### config.mk
export PLATFORM = sky130hd
export DESIGN_NAME = memory_arbiter
export DESIGN_NICKNAME = d
export VERILOG_FILES = /design/src/rtl/memory_arbiter.sv
export SDC_FILE = /design/constraint.sdc
export NUM_CORES = 1
export LEC_CHECK = 0
export CORE_UTILIZATION = 35
export DETAILED_ROUTE_END_ITERATION = 16
export DONT_BUFFER_PORTS = 1
export SYNTH_ARGS = -nofsm -noshare
export SYNTH_HDL_FRONTEND = slang
export SYNTH_SLANG_ARGS = --single-unit
### constraint.sdc
create_clock -name clk -period 2.4 [get_ports clk]
set_clock_uncertainty 0.1 [all_clocks]
set_input_delay 0.12 -clock clk [delete_from_list [all_inputs] [get_ports clk]]
set_output_delay 0.12 -clock clk [all_outputs]
set_load 0.02 [all_outputs]
### src/rtl/memory_arbiter.sv
// Two-port (CPU/DMA) arbiter in front of a single fixed-latency memory.
// Round-robin on ties, one access in flight, all outputs registered.
module memory_arbiter #(
  parameter int DATA_W      = 16,
  parameter int ADDR_W      = 16,
  parameter int MEM_LATENCY = 2
) (
  input  logic              clk,
  input  logic              reset,
  input  logic              cpu_req,
  input  logic              cpu_we,
  input  logic [ADDR_W-1:0] cpu_addr,
  input  logic [DATA_W-1:0] cpu_wdata,
  output logic              cpu_ready,
  output logic [DATA_W-1:0] cpu_rdata,
  input  logic              dma_req,
  input  logic              dma_we,
  input  logic [ADDR_W-1:0] dma_addr,
  input  logic [DATA_W-1:0] dma_wdata,
  output logic              dma_ready,
  output logic [DATA_W-1:0] dma_rdata,
  output logic              mem_read,
  output logic              mem_write,
  output logic [ADDR_W-1:0] mem_addr,
  output logic [DATA_W-1:0] mem_wdata,
  input  logic [DATA_W-1:0] mem_rdata,
  output logic              busy,
  output logic              grant_dma
);

  typedef enum logic [1:0] {IDLE, ACCESS, RESP} state_t;

  state_t            state;
  logic [2:0]        cnt;
  logic              last_grant;
  logic              winner;
  logic              we_latched;

  logic              pick_dma;
  logic              sel_we;
  logic [ADDR_W-1:0] sel_addr;
  logic [DATA_W-1:0] sel_wdata;

  // On a tie the port that was not served last time wins.
  assign pick_dma  = dma_req && (!cpu_req || !last_grant);
  assign sel_we    = pick_dma ? dma_we    : cpu_we;
  assign sel_addr  = pick_dma ? dma_addr  : cpu_addr;
  assign sel_wdata = pick_dma ? dma_wdata : cpu_wdata;

  // mem_addr/mem_wdata double as the latched request for the whole ACCESS phase.
  always_ff @(posedge clk) begin
    if (reset) begin
      state      <= IDLE;
      cnt        <= 3'd0;
      last_grant <= 1'b1;
      winner     <= 1'b0;
      we_latched <= 1'b0;
      cpu_ready  <= 1'b0;
      dma_ready  <= 1'b0;
      cpu_rdata  <= '0;
      dma_rdata  <= '0;
      mem_read   <= 1'b0;
      mem_write  <= 1'b0;
      mem_addr   <= '0;
      mem_wdata  <= '0;
      busy       <= 1'b0;
      grant_dma  <= 1'b0;
    end else begin
      cpu_ready <= 1'b0;
      dma_ready <= 1'b0;
      case (state)
        IDLE: begin
          if (cpu_req || dma_req) begin
            winner     <= pick_dma;
            we_latched <= sel_we;
            cnt        <= 3'(MEM_LATENCY - 1);
            state      <= ACCESS;
            busy       <= 1'b1;
            grant_dma  <= pick_dma;
            mem_read   <= !sel_we;
            mem_write  <= sel_we;
            mem_addr   <= sel_addr;
            mem_wdata  <= sel_wdata;
          end
        end
        ACCESS: begin
          if (cnt != 3'd0) begin
            cnt <= cnt - 3'd1;
          end else begin
            if (!we_latched) begin
              if (winner) dma_rdata <= mem_rdata;
              else        cpu_rdata <= mem_rdata;
            end
            state     <= RESP;
            mem_read  <= 1'b0;
            mem_write <= 1'b0;
            mem_addr  <= '0;
            mem_wdata <= '0;
            cpu_ready <= !winner;
            dma_ready <= winner;
          end
        end
        RESP: begin
          last_grant <= winner;
          state      <= IDLE;
          busy       <= 1'b0;
          grant_dma  <= 1'b0;
        end
        default: state <= IDLE;
      endcase
    end
  end

endmodule

==> flow_summary.json, run 1 <==
{
  "synth.net_count": 433,
  "largest_net_degree_at_the_start_of_global_routing": 62,
  "floorplan.initialDensity_pct": 35.8,
  "seqPwrFrac_pct": 51.5,
  "pre_cts_slack_ns": 0.581,
  "number_of_synthesized_flops_with_an_enable_pin": 0,
  "power.share.clock_pct": 29.4,
  "die_w_um": 102,
  "cell_internal_power_mw": 2.11,
  "setup.worst_path.start_class": "flop",
  "grt.met1_usage_pct": 20.2,
  "slew_headroom_pct": 55.3,
  "grt_remaining_overflow": 0,
  "fp.dieArea_um2": 10400,
  "power.combinational.fraction_pct": 19.1,
  "critPathCaptureType": "flop",
  "post_route_cells_drive_above_1_share_pct": 9.88,
  "synthesis.instances": 345,
  "setup_viol": 0,
  "static-leakage-power_nw": 1.86,
  "setup_ws_ns": 0.0876,
  "place.port_buffers": 0,
  "fmax_mhz": 432,
  "grt_util_all_layers_pct": 17.7,
  "ir_drop_uv": 306,
  "timing.critical_path.arrival_ns": 2.45,
  "worstMarginPinSlew_ns": 0.667,
  "critical_path.most_common_cell": "buf_12",
  "crit_path_cell_trace": "inv_1, ha_1, and4bb_4, a211oi_4, buf_12, buf_12, a32o_1, dlygate4sd3_1",
  "grt_pass1_wl_um": 14200,
  "power.share.switching_pct": 32.2,
  "power_density_relative_to_cell_area_nw_per_um2": 664,
  "fin_area_um2": 4690,
  "max-cap-violations": 0,
  "via_count_of_the_first_global_routing_pass": 2917,
  "wl_per_cell_um": 17.6,
  "ys_top_cells_by_count": "dfxtp_1, nand2b_1, mux2i_1, o21ai_0, a22oi_1",
  "postSynthRegisterBits": 78,
  "cts_tree": "done",
  "synth_largest_area_cell": "dfxtp_1",
  "clock_path_buffers": 2,
  "synth_seq_area_share_pct": 44.8,
  "area_of_the_core_um2": 9730,
  "detail_route.vias_per_cell": 5.39,
  "most_frequent_cell_after_synthesis": "dfxtp_1",
  "cts-buffers-inserted": 9,
  "synth_area_leaders": "dfxtp_1, nand2b_1, mux2i_1, o2bb2ai_1, a22oi_1",
  "finalCritPeriodShare_pct": 96.4,
  "gpl.final_weighted_congestion": 0.732,
  "worst-path-max-fanout": 13,
  "critical_path_required_ns": 2.54,
  "synth_async_sr_flop_share_pct": 0,
  "drv_slew": 0,
  "synth_largest_type_area_fraction_pct": 44.8,
  "timing.hold.worst.class": "input port to flop",
  "clkLatencyLatePin_ns": 0.35,
  "final_net_count": 508,
  "unrepaired_setup_endpoints_after_global_routing": "no",
  "worstSetupPathType": "flop to flop",
  "timing_hold_violations_final": 0,
  "slowest_stage": "dlygate4sd3_1",
  "synth_flop_type": "dfxtp_1",
  "post-route-drc-count": 0,
  "routed_wl_um": 9820,
  "tns_ns": 0,
  "max_stage_delay_ns": 0.55,
  "area.growth.synth_to_final_pct": 34.7,
  "io_pins": 156,
  "grt_util_met2_pct": 31.1,
  "power.net_switching_mw": 1.00,
  "ctsRootBufferMaster": "clkbuf_8",
  "detailedRoute.firstPassIterationCount": 5,
  "num_rows": 36,
  "htreeDepth": 3,
  "grt_antenna_before_repair": 0,
  "fillers": 910,
  "critical_path.n_buffers_inverters": 4,
  "globalRouteMet3Util_pct": 5.45,
  "yosys.cell_types.count": 40,
  "insertedDiodeCount": 0,
  "critical-path-top-delay-family": "buffers and inverters",
  "hpwl_um": 5490,
  "cts.sink_count": 78,
  "top_usage_layer": "met2",
  "vias": 3005,
  "post_dp_cell_area_um2": 3530,
  "clk_transition_reported_paths_ns": 0.08,
  "ant_nets": 0,
  "post_syn_area_um2": 3480,
  "dieHeight_um": 102,
  "post_synth.cell_area_avg_um2": 10.1,
  "fin_hold_ws_ns": 0.0113,
  "dr.first_iter.drc_count": 124,
  "yosysWarningCount": 0,
  "min_period_ns": 2.31,
  "status": "complete, no violations"
}
==> cell families after synthesis <==
kind of cell	Yosys count	synth area share (%)
flops	78	44.8
mux	33	9.48
compound gates	114	24.5
simple gates	79	15.0
fa+ha+maj	2	0.718
buf+inv	39	5.49
==> worst paths after layout <==
check | start | end | slack, ns | depth (start not counted)
setup / recovery | cnt[0]$_SDFFE_PP0P_ | mem_wdata[6]$_SDFFE_PP0P_ | 0.09 | 8
hold / removal | cpu_req | we_latched$_SDFFE_PP0P_ | 0.01 | 2
setup reg to reg | cnt[0]$_SDFFE_PP0P_ | mem_wdata[6]$_SDFFE_PP0P_ | 0.09 | 8
hold reg to reg | cnt[0]$_SDFFE_PP0P_ | cnt[0]$_SDFFE_PP0P_ | 0.40 | 1
==> cells in the final DEF (no fill, tap or decap), types with 2 or more instances in the layout <==
cell / synthesis / routed
a21oi_1: 5 / 5
clkbuf_8: 0 / 9
nand2b_1: 53 / 53
inv_6: 0 / 3
o211ai_1: 2 / 2
clkinvlp_4: 0 / 2
buf_12: 0 / 5
a32o_1: 2 / 2
dfxtp_1: 78 / 78
nor2_1: 2 / 2
inv_1: 6 / 6
o21ai_0: 33 / 33
nor2b_1: 2 / 2
dlygate4sd3_1: 0 / 86
mux2i_1: 33 / 33
o2bb2ai_2: 4 / 4
buf_4: 1 / 4
or2_2: 2 / 2
o2bb2ai_1: 27 / 27
nand2_1: 4 / 4
a221oi_1: 4 / 4
a22oi_1: 31 / 31
nand3_1: 2 / 2
or3_1: 2 / 2
ha_1: 2 / 2
==> state kept, by name (all words and copies together), names as in the netlist <==
| register | flops |
|---|---|
| cpu_rdata | 16 |
| dma_rdata | 16 |
| mem_addr | 16 |
| mem_wdata | 16 |
| cnt | 3 |
| state | 2 |
| busy | 1 |
| cpu_ready | 1 |
| dma_ready | 1 |
| grant_dma | 1 |
| last_grant | 1 |
| mem_read | 1 |
| mem_write | 1 |
| we_latched | 1 |
| winner | 1 |
==> area by class of cell <==
| type | instances | area, µm² | share of cell area (%) |
|---|---|---|---|
| multi-input cells | 228 | 1740 | 37.0 |
| flip-flops and latches | 78 | 1560 | 33.3 |
| repair buffers | 97 | 1030 | 21.9 |
| well taps | 133 | 166 | 3.55 |
| clock buffers | 9 | 124 | 2.64 |
| clock inverters | 7 | 55.1 | 1.17 |
| inverters | 6 | 22.5 | 0.480 |
==> power groups by stage <==
stage,clock network (mW),registers (mW),logic [mW]
finish,0.916,1.60,0.595
global placement,0,1.63,0.346
detailed placement,0,1.63,0.354
floorplan,0,1.60,0.329
global route,1.01,1.62,0.646
CTS,0.950,1.60,0.550
==> layer usage <==
metal | up-vias | wire [µm]
li1 | 1419 | -
met1 | 1440 | 4100
met2 | 122 | 4880
met3 | 24 | 628
met4 | 0 | 219
met5 | - | 0
==> per-stage QoR <==
stage          utilization [%]  cells  power [mW]
3_5_place_dp              36.3    451        1.99
3_3_place_gp              36.3    451        1.98
2_1_floorplan                -    345        1.93
4_1_cts                   47.6    556        3.10
5_1_grt                   48.2    558        3.27
6_report                  48.2    558        3.12
==> repair_timing <==
item / CTS / global route
endpoints found under the hold margin: 78 / 0
resized for setup: 0 / 4
setup endpoints to repair: 0 / 25
setup buffers: 0 / 1
hold buffers: 89 / 0
Note: power is estimated with default switching activity, not from simulation.
==> run 2: changes to the inputs <==
--- a/config.mk
+++ b/config.mk
@@ -5,6 +5,7 @@
 export SDC_FILE = /design/constraint.sdc
 export NUM_CORES = 1
 export LEC_CHECK = 0
+export ABC_AREA = 1
 export CORE_UTILIZATION = 35
 export DETAILED_ROUTE_END_ITERATION = 16
 export DONT_BUFFER_PORTS = 1
==> constraint.sdc (replaced) <==
create_clock -name clk -period 2.4 [get_ports clk]
set_clock_uncertainty 0.1 [all_clocks]
set_input_delay 0.24 -clock clk [delete_from_list [all_inputs] [get_ports clk]]
set_output_delay 0.24 -clock clk [all_outputs]
set_load 0.02 [all_outputs]
==> run 2 against run 1 <==
Sequential cell count unchanged. Sequential share of layout area increased by 5.3 points. Clock power up 34%. Largest cell class unchanged. Wire length fell by 5.1%. Register-to-register slack better by 0.40 ns. Maximum frequency is 21% higher. Largest power group unchanged. Critical endpoint is now cpu_rdata[14]$_SDFFE_PP0P_. Die area increased by 6.7%. First-iteration DRC count fell by 9.7%. Clock-buffer cell count up 1. Combinational power is 4.5% lower.
==> flow_summary.json, run 2 <==
{
  "synth_flop_type": "dfxtp_1",
  "critical-path-top-delay-family": "simple AND/OR/NAND/NOR gates",
  "hp-start": "dma_req",
  "ys_top_cells_by_count": "nand3_1, nand2_1, inv_1",
  "yosysWarningCount": 0,
  "most_frequent_cell_after_synthesis": "nand3_1",
  "r2r_cells": 8,
  "fin_hold_ws_ns": 0.0215,
  "postSynthRegisterBits": 78,
  "cts_resized": 0,
  "grt_util_all_layers_pct": 17.2,
  "yosys.cell_types.count": 22,
  "synthMuxAreaShare_pct": 0,
  "dr.first_iter.drc_count": 112,
  "fp.dieArea_um2": 11100,
  "ant_nets": 0,
  "max-cap-violations": 0,
  "synthesis.instances": 560,
  "cell_internal_power_mw": 2.34,
  "pre_cts_slack_ns": 0.474,
  "via_count_of_the_first_global_routing_pass": 2983,
  "dp_cells": 666,
  "die_w_um": 105,
  "timing_hold_violations_final": 0,
  "ir_drop_uv": 279,
  "routed_wl_um": 9320,
  "critical_path.most_common_cell": "nor2_1",
  "num_rows": 37,
  "final_net_count": 632,
  "synth_async_sr_flop_share_pct": 0,
  "cts_tree": "done",
  "worstSetupPathType": "flop to flop",
  "synth_xor_xnor_area_share_pct": 0,
  "power.combinational.fraction_pct": 16.4,
  "floorplan.initialDensity_pct": 36.1,
  "worst-path-max-fanout": 39,
  "timing.critical_path.arrival_ns": 2.10,
  "critical_path_required_ns": 2.59,
  "layout.cells.most_common": "nand3_1",
  "layout_common_cells": "nand3_1, nand2_1, inv_1",
  "insertedDiodeCount": 0,
  "final_core_util_pct": 39.2,
  "crit_path_cell_trace": "inv_1, ha_1, inv_1, nor2_1, nand2_4, nor2_4, nor2_1, nor2_1",
  "ctsRootBufferMaster": "clkbuf_8",
  "slew_headroom_pct": 51.8,
  "post-route-drc-count": 0,
  "grt_remaining_overflow": 0,
  "power.share.clock_pct": 35.7,
  "setup.worst_path.start_class": "flop",
  "r2r_start": "cnt[0]$_SDFFE_PP0P_",
  "unrepaired_setup_endpoints_after_global_routing": "no",
  "vias": 3368,
  "wl_met1_um": 4090,
  "clkLatencyLatePin_ns": 0.35,
  "setup_viol": 0,
  "post_cts.repair.setup_buffers": 0,
  "io_pins": 156,
  "grt_antenna_before_repair": 0,
  "critical_path.n_buffers_inverters": 2,
  "clk_transition_reported_paths_ns": 0.08,
  "yosys.area_share.adder_pct": 0.672,
  "number_of_synthesized_flops_with_an_enable_pin": 0,
  "synth_largest_area_cell": "dfxtp_1",
  "place.port_buffers": 0,
  "area_of_the_core_um2": 10300,
  "slowest_stage": "nor2_4",
  "min_path_cells": 3,
  "wl_per_cell_um": 13.6,
  "fin_cells": 685,
  "critical_r2r_capture": "cpu_rdata[14]$_SDFFE_PP0P_",
  "synth.net_count": 648,
  "dominant_combinational_cell_family_by_area_after_synthesis": "simple AND/OR/NAND/NOR gates",
  "post_route_cells_drive_above_1_share_pct": 7.10,
  "gpl.final_weighted_congestion": 0.797,
  "finalCritPeriodShare_pct": 79.9,
  "seqPwrFrac_pct": 47.9,
  "drv_slew": 0,
  "multi_input_area_um2": 1630,
  "cts-buffers-inserted": 9,
  "synth_largest_type_area_fraction_pct": 41.9,
  "simple_gate_fraction_of_synth_area_pct": 37.7,
  "min_period_ns": 1.92,
  "post_syn_area_um2": 3720,
  "fmax_mhz": 522,
  "synth_area_leaders": "dfxtp_1, nand3_1, nand2_1, inv_1, nor2_1",
  "max_stage_delay_ns": 0.44,
  "setup_ws_ns": 0.483,
  "area.sequential_um2": 1560,
  "critPathCaptureType": "flop",
  "htreeDepth": 3,
  "synth-compound-area-share_pct": 5.31,
  "synth_seq_area_share_pct": 41.9,
  "cts.sink_count": 78,
  "power.net_switching_mw": 1.12,
  "grt_pass1_wl_um": 14900,
  "hpwl_um": 6650,
  "detail_route.vias_per_cell": 4.92,
  "power_density_relative_to_cell_area_nw_per_um2": 854,
  "largest_net_degree_at_the_start_of_global_routing": 41,
  "worstMarginPinSlew_ns": 0.721,
  "route.top_layer_used": "met4",
  "static-leakage-power_nw": 1.97,
  "rrSetupSlack_ns": 0.48,
  "hold-path-endpoint": "mem_wdata[4]$_SDFFE_PP0P_",
  "power.share.switching_pct": 32.5,
  "area.growth.synth_to_final_pct": 8.81,
  "wl_met2_um": 4130,
  "status": "complete, no violations",
  "clock_path_buffers": 2,
  "fillers": 1111,
  "detailedRoute.firstPassIterationCount": 5,
  "tns_ns": 0,
  "detailroute.wirelength.met3_um": 911,
  "dieHeight_um": 105,
  "timing.hold.worst.class": "input port to flop",
  "post_synth.cell_area_avg_um2": 6.65
}
-- run 2: cell families (layout without fill, tap and decap cells) --
logic type / count (synthesis) / in the layout
flip-flops: 78 / 78
buffers and inverters: 130 / 119
adder cells (fa/ha/maj): 2 / 2
AO/OA/AOI/OAI: 39 / 39
AND/OR/NAND/NOR: 311 / 311
-- run 2: metal layers --
layer | vias to the layer above | track usage [%]
met5 | - | 0
met4 | 0 | 7.85
met3 | 16 | 6.74
met2 | 155 | 27.1
met1 | 1488 | 20.6
li1 | 1709 | -
-- run 2: layout make-up --
| type | instances | area share (%) |
|---|---|---|
| timing repair buffer | 8 | 1.92 |
| sequential | 78 | 38.6 |
| inverter | 95 | 8.80 |
| multi-input combinational | 352 | 40.3 |
| clock inverter | 6 | 2.87 |
| clock buffer | 10 | 3.40 |
| tap | 136 | 4.20 |
-- run 2: timing repair --
item                                    4_1_cts  5_1_grt
hold buffers                                  3        0
endpoints found under the setup margin        0        0
endpoints found under the hold margin        43        0
-- run 2: worst reg2reg max path, cell delays in order (launching register included) --
cell and delay [ns]:
dfxtp_1 0.31, inv_1 0.11, ha_1 0.18, inv_1 0.04
nor2_1 0.16, nand2_4 0.31, nor2_4 0.45, nor2_1 0.09
nor2_1 0.12
-- run 2: worst max path at each step --
| stage | start | to | slack (ns) | cells past startpoint |
|---|---|---|---|---|
| floorplan | cnt[0]$_SDFFE_PP0P_ | mem_addr[10]$_SDFFE_PP0P_ | 0.89 | 9 |
| global route | cnt[0]$_SDFFE_PP0P_ | cpu_rdata[9]$_SDFFE_PP0P_ | 0.27 | 8 |
| detailed placement | cnt[0]$_SDFFE_PP0P_ | cpu_rdata[14]$_SDFFE_PP0P_ | 0.47 | 8 |
| CTS | cnt[0]$_SDFFE_PP0P_ | cpu_rdata[14]$_SDFFE_PP0P_ | 0.46 | 8 |
| finish | cnt[0]$_SDFFE_PP0P_ | cpu_rdata[14]$_SDFFE_PP0P_ | 0.48 | 8 |
| global placement | cnt[0]$_SDFFE_PP0P_ | cpu_rdata[1]$_SDFFE_PP0P_ | 0.58 | 8 |
-- run 2: stage by stage --
stage                     cell area (µm²)  total power [mW]
final                                4050              3.46
after detailed placement             3760              2.25
after global routing                 4050              3.65
after CTS                            4050              3.51
after global placement               3760              2.23
after floorplan                      3720              2.14
-- run 2: power by group through the flow --
stage	clock network (mW)	logic (mW)	registers [mW]
after CTS	1.27	0.574	1.66
after floorplan	0	0.486	1.65
final	1.23	0.568	1.66
after detailed placement	0	0.557	1.69
after global routing	1.32	0.657	1.67
after global placement	0	0.538	1.69
